**src/rtl/adc_sample_packetizer.sv**
```systemverilog
// ADC sample packetizer: buffers samples in a small FIFO and emits each one as a
// 5-byte packet (HEADER, SEQ, S[15:8], S[7:0], XOR checksum), one paced strobe per byte.
module adc_sample_packetizer #(
    parameter int         SAMPLE_W   = 16,
    parameter int         FIFO_DEPTH = 8,
    parameter int         BYTE_GAP   = 878,
    parameter logic [7:0] HEADER     = 8'hA5
) (
    input  logic                        clk_i,
    input  logic                        reset_ni,
    input  logic                        sample_valid_i,
    input  logic [SAMPLE_W-1:0]         sample_i,
    input  logic                        clear_overflow_i,
    output logic                        tx_data_rdy_o,
    output logic [7:0]                  tx_data_o,
    output logic                        overflow_o,
    output logic [$clog2(FIFO_DEPTH):0] fifo_level_o,
    output logic                        busy_o
);

    localparam int AW = $clog2(FIFO_DEPTH);
    localparam int LW = AW + 1;
    localparam int TW = $clog2(BYTE_GAP);
    localparam logic [TW-1:0] GAP_LOAD = TW'(BYTE_GAP - 1);
    localparam logic [LW-1:0] FULL_LVL = LW'(FIFO_DEPTH);

    typedef enum logic [1:0] {
        S_IDLE = 2'd0,
        S_SEND = 2'd1
    } state_t;

    logic [1:0]          r_rst_sync;
    logic                w_rst_n;
    logic [SAMPLE_W-1:0] r_mem [FIFO_DEPTH];
    logic [AW-1:0]       r_wr_ptr;
    logic [AW-1:0]       r_rd_ptr;
    logic [LW-1:0]       r_level;
    logic                r_overflow;
    state_t              r_state;
    state_t              w_state_nxt;
    logic [15:0]         r_sample;
    logic [7:0]          r_pkt_seq;
    logic [7:0]          r_seq;
    logic [2:0]          r_idx;
    logic [TW-1:0]       r_timer;
    logic [7:0]          r_tx_data;
    logic                w_empty;
    logic                w_full;
    logic                w_push;
    logic                w_drop;
    logic                w_pop;
    logic                w_strobe;
    logic [7:0]          w_byte;
    logic [7:0]          w_chk;

    // Reset asserts immediately, releases two clock edges after reset_ni rises.
    always_ff @(posedge clk_i or negedge reset_ni) begin
        if (!reset_ni) r_rst_sync <= 2'b00;
        else           r_rst_sync <= {r_rst_sync[0], 1'b1};
    end
    assign w_rst_n = r_rst_sync[1];

    assign w_empty = (r_level == '0);
    assign w_full  = (r_level == FULL_LVL);
    assign w_push  = sample_valid_i && (!w_full || w_pop);
    assign w_drop  = sample_valid_i && w_full && !w_pop;

    always_ff @(posedge clk_i) begin
        if (w_push) r_mem[r_wr_ptr] <= sample_i;
    end

    always_ff @(posedge clk_i or negedge w_rst_n) begin
        if (!w_rst_n) begin
            r_wr_ptr   <= '0;
            r_rd_ptr   <= '0;
            r_level    <= '0;
            r_overflow <= 1'b0;
        end else begin
            if (w_push) r_wr_ptr <= r_wr_ptr + AW'(1);
            if (w_pop)  r_rd_ptr <= r_rd_ptr + AW'(1);
            case ({w_push, w_pop})
                2'b10:   r_level <= r_level + LW'(1);
                2'b01:   r_level <= r_level - LW'(1);
                default: r_level <= r_level;
            endcase
            // A drop in the same cycle as a clear wins.
            if (w_drop)                r_overflow <= 1'b1;
            else if (clear_overflow_i) r_overflow <= 1'b0;
        end
    end

    always_ff @(posedge clk_i or negedge w_rst_n) begin
        if (!w_rst_n) r_state <= S_IDLE;
        else          r_state <= w_state_nxt;
    end

    always_comb begin
        w_state_nxt = S_IDLE;
        case (r_state)
            S_IDLE:  w_state_nxt = w_empty ? S_IDLE : S_SEND;
            S_SEND:  w_state_nxt = (w_strobe && r_idx == 3'd4) ? S_IDLE : S_SEND;
            default: w_state_nxt = S_IDLE;
        endcase
    end

    always_comb begin
        w_pop    = 1'b0;
        w_strobe = 1'b0;
        busy_o   = 1'b0;
        case (r_state)
            S_IDLE: w_pop = !w_empty;
            S_SEND: begin
                busy_o   = 1'b1;
                w_strobe = (r_timer == '0);
            end
            default: ;
        endcase
    end

    // The gap timer keeps running through IDLE, so the pop cycle overlaps the gap.
    always_ff @(posedge clk_i or negedge w_rst_n) begin
        if (!w_rst_n) begin
            r_sample  <= '0;
            r_pkt_seq <= '0;
            r_seq     <= '0;
            r_idx     <= '0;
            r_timer   <= '0;
            r_tx_data <= '0;
        end else begin
            if (w_pop) begin
                r_sample  <= 16'(r_mem[r_rd_ptr]);
                r_pkt_seq <= r_seq;
                r_seq     <= r_seq + 8'd1;
                r_idx     <= '0;
            end
            if (w_strobe) begin
                r_idx     <= r_idx + 3'd1;
                r_timer   <= GAP_LOAD;
                r_tx_data <= w_byte;
            end else if (r_timer != '0) begin
                r_timer   <= r_timer - TW'(1);
            end
        end
    end

    always_comb begin
        w_chk = HEADER ^ r_pkt_seq ^ r_sample[15:8] ^ r_sample[7:0];
        case (r_idx)
            3'd0:    w_byte = HEADER;
            3'd1:    w_byte = r_pkt_seq;
            3'd2:    w_byte = r_sample[15:8];
            3'd3:    w_byte = r_sample[7:0];
            default: w_byte = w_chk;
        endcase
    end

    assign tx_data_rdy_o = w_strobe;
    assign tx_data_o     = w_strobe ? w_byte : r_tx_data;
    assign overflow_o    = r_overflow;
    assign fifo_level_o  = r_level;

endmodule
```
**config.mk**
```make
export PLATFORM = sky130hd
export DESIGN_NAME = adc_sample_packetizer
export DESIGN_NICKNAME = d
export VERILOG_FILES = /design/src/rtl/adc_sample_packetizer.sv
export SDC_FILE = /design/constraint.sdc
export NUM_CORES = 1
export LEC_CHECK = 0
export ABC_AREA = 1
export BUFFER_PORTS_ARGS = -buffer_cell sky130_fd_sc_hd__buf_4
export CORE_MARGIN = 3
export CORE_UTILIZATION = 50
export CTS_CLUSTER_SIZE = 24
export DETAILED_ROUTE_END_ITERATION = 8
export GPL_ROUTABILITY_DRIVEN = 0
export PLACE_DENSITY = 0.69
export SYNTH_ARGS = -nofsm -noshare
export SYNTH_HDL_FRONTEND = slang
export SYNTH_SLANG_ARGS = --single-unit
```
**constraint.sdc**
```tcl
create_clock -name clk_i -period 1.9 [get_ports clk_i]
set_input_delay 0.285 -clock clk_i [delete_from_list [all_inputs] [get_ports clk_i]]
set_output_delay 0.285 -clock clk_i [all_outputs]
set_load 0.005 [all_outputs]
```
== Yosys cells after proc, flatten, opt, wreduce, memory -nomap -nowiden ==
Memory sizes are Yosys's and may differ from the RTL's. A register that Yosys moved wholly into a read port is not among the register bits.
Cells that the tools add are included.

* Register bits after elaboration: 52
* Memory bits (writable): 128
* Bits of input ports: 20
* Output and inout bits: 15
* Logic and storage cells: 65
* Memories: 1

{| class="wikitable"
|+ Memories
! name !! depth !! bits a word !! read ports !! clocked after Yosys merged registers in !! wr ports !! RTL line !! source
|-
| r_mem || 8 || 16 || 1 || 1 || 1 || 34 || <nowiki>logic [SAMPLE_W-1:0] r_mem [FIFO_DEPTH];</nowiki>
|}

* $add $sub $neg: 7
* Equality and inequality tests: 8
* Multiplexer cells: 17
* Bitwise logic cells: 3
* Reduce and logical (&&, ||, !) cells: 18

{| class="wikitable"
|+ Operators by type and width
! operator !! count
|-
| case mux 8 bit (4 select lines) || 1
|-
| 2-to-1 mux 10 bit || 2
|-
| bitwise XOR 8 bit || 2
|-
| logical NOT 10 bit || 1
|-
| nonzero test 10 bit || 1
|-
| subtractor 10 x 1 -> 10 bit, second input constant || 1
|-
| adder 3 x 1 -> 3 bit, second input constant || 3
|-
| 2-to-1 mux 1 bit || 9
|-
| adder 8 x 1 -> 8 bit, second input constant || 1
|-
| 2-to-1 mux 8 bit || 1
|-
| case mux 4 bit (2 select lines) || 1
|-
| nonzero test 2 bit || 4
|-
| == test 3 x 2 -> 1 bit, second input constant || 2
|-
| 2-to-1 mux 3 bit || 2
|-
| adder 4 x 1 -> 4 bit, second input constant || 1
|-
| == test 2 x 1 -> 1 bit, second input constant || 2
|-
| == test 4 bit, second input constant || 1
|-
| logical AND 1 bit || 4
|-
| logical NOT 1 bit || 4
|-
| logical NOT 4 bit || 1
|-
| inverter 4 bit || 1
|-
| subtractor 4 x 1 -> 4 bit, second input constant || 1
|-
| == test 3 x 1 -> 1 bit, second input constant || 1
|-
| == test 3 bit, second input constant || 1
|-
| other kinds (5) || 5
|}

== Depth between registers and ports, before layout ==
Gate-level depths: netlist of the first run.

* Depth in word-level cells: 7
* Mapped depth: 11
* Gate-level depth less buffers: 11

== Least setup slack after synthesis of the first run ==
OpenSTA, ideal clock, no wires.

* Path kind: register to register
* From: register r_level[2], in the netlist fifo_level_o[2]
* To: memory r_mem[0][0] (enable)
* Setup time: 0.388 ns
* Data arrival time: 1.734 ns
* Required time: 1.512 ns
* Path slack: -0.223 ns
* Cell stages (with the launch flop): 8
* Path through: dfrtp_1 -> inv_1 -> nand2_1 -> inv_2 -> nand3_2 -> nand2_2 -> or2_1 -> nor2_1

* Longest elaborated chain between the ends: 7

{| class="wikitable"
|+ Ends and longest elaborated chain
! element !! RTL line !! source
|-
| start, declared || 37 || <nowiki>logic [LW-1:0] r_level;</nowiki>
|-
| start signal, assigned || 82 || <nowiki>2'b10: r_level <= r_level + LW'(1);</nowiki>
|-
| start signal, assigned || 83 || <nowiki>2'b01: r_level <= r_level - LW'(1);</nowiki>
|-
| start signal, assigned || 84 || <nowiki>default: r_level <= r_level;</nowiki>
|-
| logical NOT 4 bit || 63 || <nowiki>assign w_empty = (r_level == '0);</nowiki>
|-
| logical NOT 1 bit || 111 || <nowiki>S_IDLE: w_pop = !w_empty;</nowiki>
|-
| 2-to-1 mux 1 bit || 110 || <nowiki>case (r_state)</nowiki>
|-
| logical OR 1 bit * || 65 || <nowiki>assign w_push = sample_valid_i && (!w_full || w_pop);</nowiki>
|-
| logical AND 1 bit * || 65 ||
|-
| 2-to-1 mux 1 bit * || 69 || <nowiki>if (w_push) r_mem[r_wr_ptr] <= sample_i;</nowiki>
|-
| 2-to-1 mux 1 bit (implied by the code) * || 69 ||
|-
| end, declared || 34 ||
|}

Every way passes the cells marked *; elsewhere a longest branch is shown, timed or not.

== Final worst setup path of the first run ==
* From: register r_idx[1]
* To: output tx_data_o[6]

* Longest elaborated chain between the ends: 3

{| class="wikitable"
|+ Ends and longest elaborated chain
! element !! RTL line !! source
|-
| start, declared || 44 || <nowiki>logic [2:0] r_idx;</nowiki>
|-
| start signal, assigned || 137 || <nowiki>r_idx <= r_idx + 3'd1;</nowiki>
|-
| == test 3 x 2 -> 1 bit (tied with other cells) || 148 || <nowiki>case (r_idx)</nowiki>
|-
| case mux 8 bit (4 select lines) * || 148 ||
|-
| 2-to-1 mux 8 bit * || n/a ||
|-
| end, declared || 15 || <nowiki>output logic [7:0] tx_data_o,</nowiki>
|}

Marks and branches as above.

==> impl_metrics.env, run 1 <==
export IMPL_status="finished with violations"
export IMPL_finalNonFillerCells=1088
export IMPL_synth_edff_count=128
export IMPL_crit_fanout=6
export IMPL_place_inst=1026
export IMPL_synth_area_per_cell_um2=10.93
export IMPL_ys_top_cells_by_area="edfxtp_1 (45%), dfrtp_1 (20%), o21ai_0 (5.0%), nand2_1 (4.8%), nor2_1 (4.2%)"
export IMPL_grt_pass1_wl_mm=29.65
export IMPL_synth_warnings=0
export IMPL_synth_top_family_by_area="simple AND/OR/NAND/NOR gates"
export IMPL_crit_slowest_cell="dfrtp_2"
export IMPL_tightest_slew_ns=0.5800
export IMPL_cp_data_arrival_time_ns=2.09
export IMPL_area_growth_pct=21.84
export IMPL_finalHoldViolations=0
export IMPL_pin_count=35
export IMPL_final_cell_mix="edfxtp_1 (128), nand2_1 (91), o21ai_0 (84)"
export IMPL_peakVddDrop_mv=0.7145
export IMPL_worstHoldStart="clear_overflow_i"
export IMPL_ant_nets=0
export IMPL_max_stage_delay_ns=0.46
export IMPL_die_w_um=136.2
export IMPL_finalCritPeriodShare_pct=125.1
export IMPL_hold_ws_ns=0.03861
export IMPL_syn_instance_count=775
export IMPL_drive_gt1_share_pct=23.85
export IMPL_synth_top_area_share_pct=45.37
export IMPL_syn_num_nets=806
export IMPL_crit_path_start_kind="flop"
export IMPL_clk_latency_ns=0.43
export IMPL_grt_pass1_vias=5837
export IMPL_maxSlewViolCount=0
export IMPL_clkSinkCount=195
export IMPL_yosysSeqAreaShare_pct=65.16
export IMPL_vias=5833
export IMPL_wl_per_cell_um=17.10
export IMPL_h_tree_depth=4
export IMPL_synthSimpleGateAreaFrac_pct=14.07
export IMPL_criticalPathCategory="flop to output pin"
export IMPL_synthesis_area_mm2=0.008472
export IMPL_cts_root_buffer="clkbuf_16"
export IMPL_drc=0
export IMPL_clockBufferDepth=2
export IMPL_reg2reg_from="r_idx[1]$_DFFE_PN0P_"
export IMPL_core_area_mm2=0.01623
export IMPL_clkTransAtPathRegs_ns=0.07
export IMPL_cts_buffers=17
export IMPL_drv_cap=0
export IMPL_endpoint_kind="output pin"
export IMPL_p_leak_nw=4.068
export IMPL_regToRegEndpoint="r_tx_data[7]$_DFF_PN0_"
export IMPL_crit_required_ns=1.62
export IMPL_dr_pass1_iters=5
export IMPL_violations="setup timing"
export IMPL_layout_setup_ws_ns=-0.4770
export IMPL_power_density_mw_per_mm2=1154
export IMPL_fmax_mhz=420.7
export IMPL_min_path_type="input port to flop"
export IMPL_synthArstFlopShare_pct=34.36
export IMPL_start_util_pct=52.20
export IMPL_via_per_inst=5.361
export IMPL_synthMuxAreaShare_pct=0
export IMPL_yosys_area_top_type="edfxtp_1"
export IMPL_hold_path_end="overflow_o$_DFFE_PN0P_"
export IMPL_row_count=46
export IMPL_slew_headroom_pct=61.24
export IMPL_grt_overflow=0
export IMPL_synth_seq_cells=195
export IMPL_antenna_found_initial=0
export IMPL_drt_total_wl_mm=18.60
export IMPL_r2r_slack_ns=-0.26
export IMPL_grtUsageTotal_pct=20.85
export IMPL_rsz0062_at_grt="true"
export IMPL_layout_commonest_cell="edfxtp_1"
export IMPL_io_buffers=34
export IMPL_die_h_um=136.2
export IMPL_timing_final_crit_period_ns=2.377
export IMPL_clock_skew_ns=0.008376
export IMPL_path_cells="inv_4, ha_4, nand2_4, nand2_4, nor3_4, buf_6, nand2_2, o21ai_2, nand2_1, nand2_1, buf_4"
export IMPL_synthXorXnorAreaFrac_pct=2.895
export IMPL_rr_worst_depth=14
export IMPL_grt_start_max_net_pins=66
export IMPL_hpwl_mm=11.24
export IMPL_synth_compound_area_share_pct=11.00
export IMPL_die_area_mm2=0.01854
export IMPL_synth_main_ff_cell="edfxtp_1"
export IMPL_insertedDiodeCount=0
export IMPL_cts_tree="done"
export IMPL_holdPathStages=2
export IMPL_nets=891
export IMPL_drt_iter0_drc=421
export IMPL_synth_fa_ha_area_share_pct=1.625
export IMPL_finalSetupViolCount=9
export IMPL_yosysUniqueCellTypes=36
-- timing repair --
item | in CTS | in global routing
pin swaps | 18 | 10
hold endpoints to repair | 2 | 0
hold buffers | 1 | 0
buffers inserted | 21 | 9
gates resized for setup | 56 | 26
setup endpoints to repair | 73 | 64
-- logic make-up (layout without fill, tap and decap cells) --
group,count (synthesis),in the layout
xor gates and xnor gates,28,28
adders and majority gates,11,11
AOI/OAI and AO/OA,167,167
DFF,195,195
other,1,1
and+or+nand+nor,271,271
buffers and inverters,102,199
-- sequential cells by signal, summed over array words and instances, names as in the netlist --
register and count:
overflow_o 1, r_rst_sync 2, r_tx_data 8, r_sample 16, r_idx 3, r_pkt_seq 8
r_wr_ptr 3, r_mem 128, r_timer 10, r_state 1, r_rd_ptr 3, r_seq 8
fifo_level_o 4
-- area by class of cell --
| cell class | count | area [um2] |
|---|---|---|
| clock buffer | 18 | 429.2 |
| clock inverter | 13 | 162.7 |
| fill | 1241 | 5908 |
| inverter | 72 | 284.0 |
| multi-input combinational | 478 | 2750 |
| sequential | 195 | 5525 |
| tap | 216 | 270.3 |
| timing repair buffer | 96 | 900.9 |
-- cell usage after synthesis (3+ instances only) --
cell type	count
o22ai_1	7
nand3_2	3
a21oi_1	22
o21ai_0	85
inv_1	63
ha_1	11
nand4_1	7
o21ai_1	18
clkbuf_1	6
edfxtp_1	128
buf_2	19
nor2_1	95
nand3_1	36
inv_2	6
nand2_2	7
xor2_1	17
nand2_1	109
buf_6	3
nor2_2	3
o211ai_1	33
dfrtp_1	67
xnor2_1	11
-- routing by layer --
layer / up-vias / GRT usage, % / share of wire [%]
met1: 2824 / 27.01 / 43
li1: 2828 / - / -
met5: - / 0 / 0
met2: 159 / 35.31 / 51
met3: 22 / 3.923 / 4.6
met4: 0 / 7.391 / 1.6
-- power breakdown --
group	internal (mW)	total [mW]	switching, mW
combinational	1.12	2.81	1.69
clock	1.99	3.60	1.62
sequential	5.20	5.51	0.307
-- worst max-delay path by stage --
stage	start	end	slack, ns	cells past startpoint
4_1_cts	r_idx[0]$_DFFE_PN0P_	tx_data_o[1]	-0.42	11
2_1_floorplan	fifo_level_o[2]$_DFFE_PN0P_	r_mem[0][0]$_DFFE_PP_	-0.22	7
6_report	r_idx[1]$_DFFE_PN0P_	tx_data_o[6]	-0.48	11
3_5_place_dp	fifo_level_o[1]$_DFFE_PN0P_	r_mem[5][4]$_DFFE_PP_	-0.25	8
3_3_place_gp	fifo_level_o[2]$_DFFE_PN0P_	r_mem[5][3]$_DFFE_PP_	-0.18	8
5_1_grt	r_idx[0]$_DFFE_PN0P_	tx_data_o[6]	-0.58	11
-- metrics by stage --
step	utilization, %	setup TNS [ns]	instance area (um2)	total power [mW]	worst slack [ns]
after CTS	62.60	-3.159	10160	11.82	-0.4171
after detailed placement	56.61	-11.54	9189	7.950	-0.2534
after floorplan	-	-14.26	8483	7.057	-0.2228
after global routing	63.60	-4.916	10320	12.51	-0.5826
final	63.60	-3.447	10320	11.92	-0.4770
after global placement	56.61	-7.895	9189	7.858	-0.1824
-- critical path, delay by kind of cell (launching register included) --
family | cells | cell delay, ns
DFF | 1 | 0.46
buffers and inverters | 3 | 0.34
adders and majority gates | 1 | 0.17
and+or+nand+nor | 6 | 0.56
AOI/OAI and AO/OA | 1 | 0.14
Power figures use the tool's default switching activity.
==> run 2, diff against run 1 <==
--- a/config.mk
+++ b/config.mk
@@ -7,12 +7,14 @@
 export LEC_CHECK = 0
 export ABC_AREA = 1
 export BUFFER_PORTS_ARGS = -buffer_cell sky130_fd_sc_hd__buf_4
+export CELL_PAD_IN_SITES_DETAIL_PLACEMENT = 1
+export CELL_PAD_IN_SITES_GLOBAL_PLACEMENT = 1
 export CORE_MARGIN = 3
-export CORE_UTILIZATION = 50
+export CORE_UTILIZATION = 45
 export CTS_CLUSTER_SIZE = 24
 export DETAILED_ROUTE_END_ITERATION = 8
 export GPL_ROUTABILITY_DRIVEN = 0
-export PLACE_DENSITY = 0.69
+export PLACE_DENSITY_LB_ADDON = 0.1
 export SYNTH_ARGS = -nofsm -noshare
 export SYNTH_HDL_FRONTEND = slang
 export SYNTH_SLANG_ARGS = --single-unit
==> constraint.sdc (replaced) <==
create_clock -name clk_i -period 2 [get_ports clk_i]
set_input_delay 0.3 -clock clk_i [delete_from_list [all_inputs] [get_ports clk_i]]
set_output_delay 0.3 -clock clk_i [all_outputs]
set_load 0.005 [all_outputs]
==> impl_metrics.env, run 2 (same netlist as run 1, synthesis figures left out) <==
export IMPL_h_tree_depth=4
export IMPL_antenna_found_initial=0
export IMPL_clkSinkCount=195
export IMPL_drive_gt1_share_pct=26.04
export IMPL_maxSlewViolCount=0
export IMPL_criticalPathCategory="flop to output pin"
export IMPL_max_flop_register="r_mem"
export IMPL_drt_iter0_drc=260
export IMPL_violations="setup timing"
export IMPL_layout_setup_ws_ns=-0.4015
export IMPL_place_inst=1046
export IMPL_cts_root_buffer="clkbuf_16"
export IMPL_grt_pass1_wl_mm=35.17
export IMPL_via_per_inst=5.367
export IMPL_area_growth_pct=25.45
export IMPL_slew_headroom_pct=62.86
export IMPL_cts_tree="done"
export IMPL_cts_buffers=17
export IMPL_min_path_type="input port to flop"
export IMPL_hold_ws_ns=0.05603
export IMPL_drv_cap=0
export IMPL_peakVddDrop_mv=0.6249
export IMPL_largestRegisters="r_mem x128, r_sample x16, r_timer x10"
export IMPL_switching_power_mw=3.662
export IMPL_crit_fanout=6
export IMPL_power_density_mw_per_mm2=1095
export IMPL_grtUsageTotal_pct=22.59
export IMPL_tns_ns=-3.059
export IMPL_clkPwrFrac_pct=30.3
export IMPL_p_total_mw=11.64
export IMPL_finalHoldViolations=0
export IMPL_finalCritPeriodShare_pct=120.1
export IMPL_grt_pass1_vias=6550
export IMPL_grt_start_max_net_pins=52
export IMPL_rsz0062_at_grt="true"
export IMPL_drt_total_wl_mm=22.11
export IMPL_finalNonFillerCells=1120
export IMPL_clkTransAtPathRegs_ns=0.07
export IMPL_clock_skew_ns=0.009373
export IMPL_row_count=49
export IMPL_clockBufferDepth=2
export IMPL_die_area_mm2=0.02051
export IMPL_vias=6011
export IMPL_start_util_pct=46.53
export IMPL_insertedDiodeCount=0
export IMPL_final_core_util_pct=58.37
export IMPL_wl_per_cell_um=19.74
export IMPL_tightest_slew_ns=0.5558
export IMPL_path_cells="ha_4, ha_4, nor3_4, buf_6, nand2_2, o21ai_2, nand2_1, nand2_2, buf_6"
export IMPL_endpoint_kind="output pin"
export IMPL_core_area_mm2=0.01821
export IMPL_drc=0
export IMPL_max_stage_delay_ns=0.48
export IMPL_finalSetupViolCount=10
export IMPL_layout_commonest_cell="edfxtp_1"
export IMPL_crit_path_start_kind="flop"
export IMPL_pwr_share_comb_pct=24.4
export IMPL_clk_latency_ns=0.44
export IMPL_fmax_mhz=416.4
export IMPL_nets=909
export IMPL_r2r_slack_ns=-0.26
export IMPL_dr_pass1_iters=4
export IMPL_largest_reg_flops=128
export IMPL_timing_final_crit_period_ns=2.402
export IMPL_crit_required_ns=1.70
export IMPL_ant_nets=0
export IMPL_crit_slowest_cell="dfrtp_2"
export IMPL_status="finished with violations"
export IMPL_die_w_um=143.2
export IMPL_p_leak_nw=4.216
export IMPL_cp_data_arrival_time_ns=2.10
export IMPL_die_h_um=143.2
export IMPL_pwr_share_seq_pct=45.2
export IMPL_pin_count=35
export IMPL_hpwl_mm=13.45
export IMPL_intPower_mw=7.976
export IMPL_io_buffers=34
export IMPL_switching_share_pct=31.46
export IMPL_grt_overflow=0
export IMPL_final_cell_mix="edfxtp_1 (128), nand2_1 (93), nor2_1 (87)"
==> run 2: worst paths after layout <==
| kind | depth (start not counted) | to | startpoint |
|---|---|---|---|
| min in group asynchronous | 2 | r_rst_sync[1]$_DFF_PN0_ | reset_ni |
| max | 9 | tx_data_o[4] | r_idx[0]$_DFFE_PN0P_ |
| min | 2 | overflow_o$_DFFE_PN0P_ | clear_overflow_i |
| max reg2reg | 15 | r_tx_data[6]$_DFF_PN0_ | r_idx[0]$_DFFE_PN0P_ |
| max in group asynchronous | 1 | r_pkt_seq[2]$_DFFE_PN0N_ | r_rst_sync[1]$_DFF_PN0_ |
| min reg2reg | 0 | r_timer[9]$_DFFE_PN0P_ | r_rst_sync[1]$_DFF_PN0_ |
==> run 2: layout make-up <==
class,count,area (um2)
fill,1863,7581
sequential,195,5525
multi-input combinational,478,2823
timing repair buffer,114,1082
clock buffer,17,425.4
inverter,72,300.3
tap,229,286.5
clock inverter,15,185.2
==> run 2: worst max-delay path: cells and delay by family, from the launching register on <==
family / cells / cell delay (ns)
buf+inv: 2 / 0.25
fa+ha+maj: 2 / 0.36
flops: 1 / 0.48
compound gates: 1 / 0.11
simple gates: 4 / 0.45
==> run 2: power groups by stage <==
stage          clock, mW  sequential, mW  combinational (mW)
2_1_floorplan          0            5.27                1.43
3_3_place_gp           0            5.28                2.30
3_5_place_dp           0            5.32                2.42
4_1_cts             3.60            5.26                2.71
5_1_grt             3.76            5.33                3.15
6_report            3.53            5.27                2.84
==> run 2: timing repair <==
action / in CTS / in global routing
endpoints found under the setup margin: 41 / 14
endpoints found under the hold margin: 2 / 0
hold buffers: 1 / 0
setup buffers: 40 / 9
pin swaps: 23 / 28
gates resized for setup: 73 / 38
==> run 2: metal layers <==
| layer | GRT usage (%) | up-vias | part of all wire (%) |
|---|---|---|---|
| met5 | 0 | - | 0 |
| met1 | 27.34 | 3008 | 42 |
| met4 | 8.474 | 0 | 2.2 |
| li1 | - | 2869 | - |
| met2 | 40.31 | 98 | 53 |
| met3 | 4.086 | 36 | 2.7 |
==> run 2: stage by stage <==
| stage | setup WS [ns] | area, um2 |
|---|---|---|
| after global placement | -0.01479 | 9283 |
| final | -0.4015 | 10630 |
| after detailed placement | -0.1169 | 9283 |
| after global routing | -0.4909 | 10630 |
| after floorplan | -0.1228 | 8483 |
| after CTS | -0.3405 | 10470 |
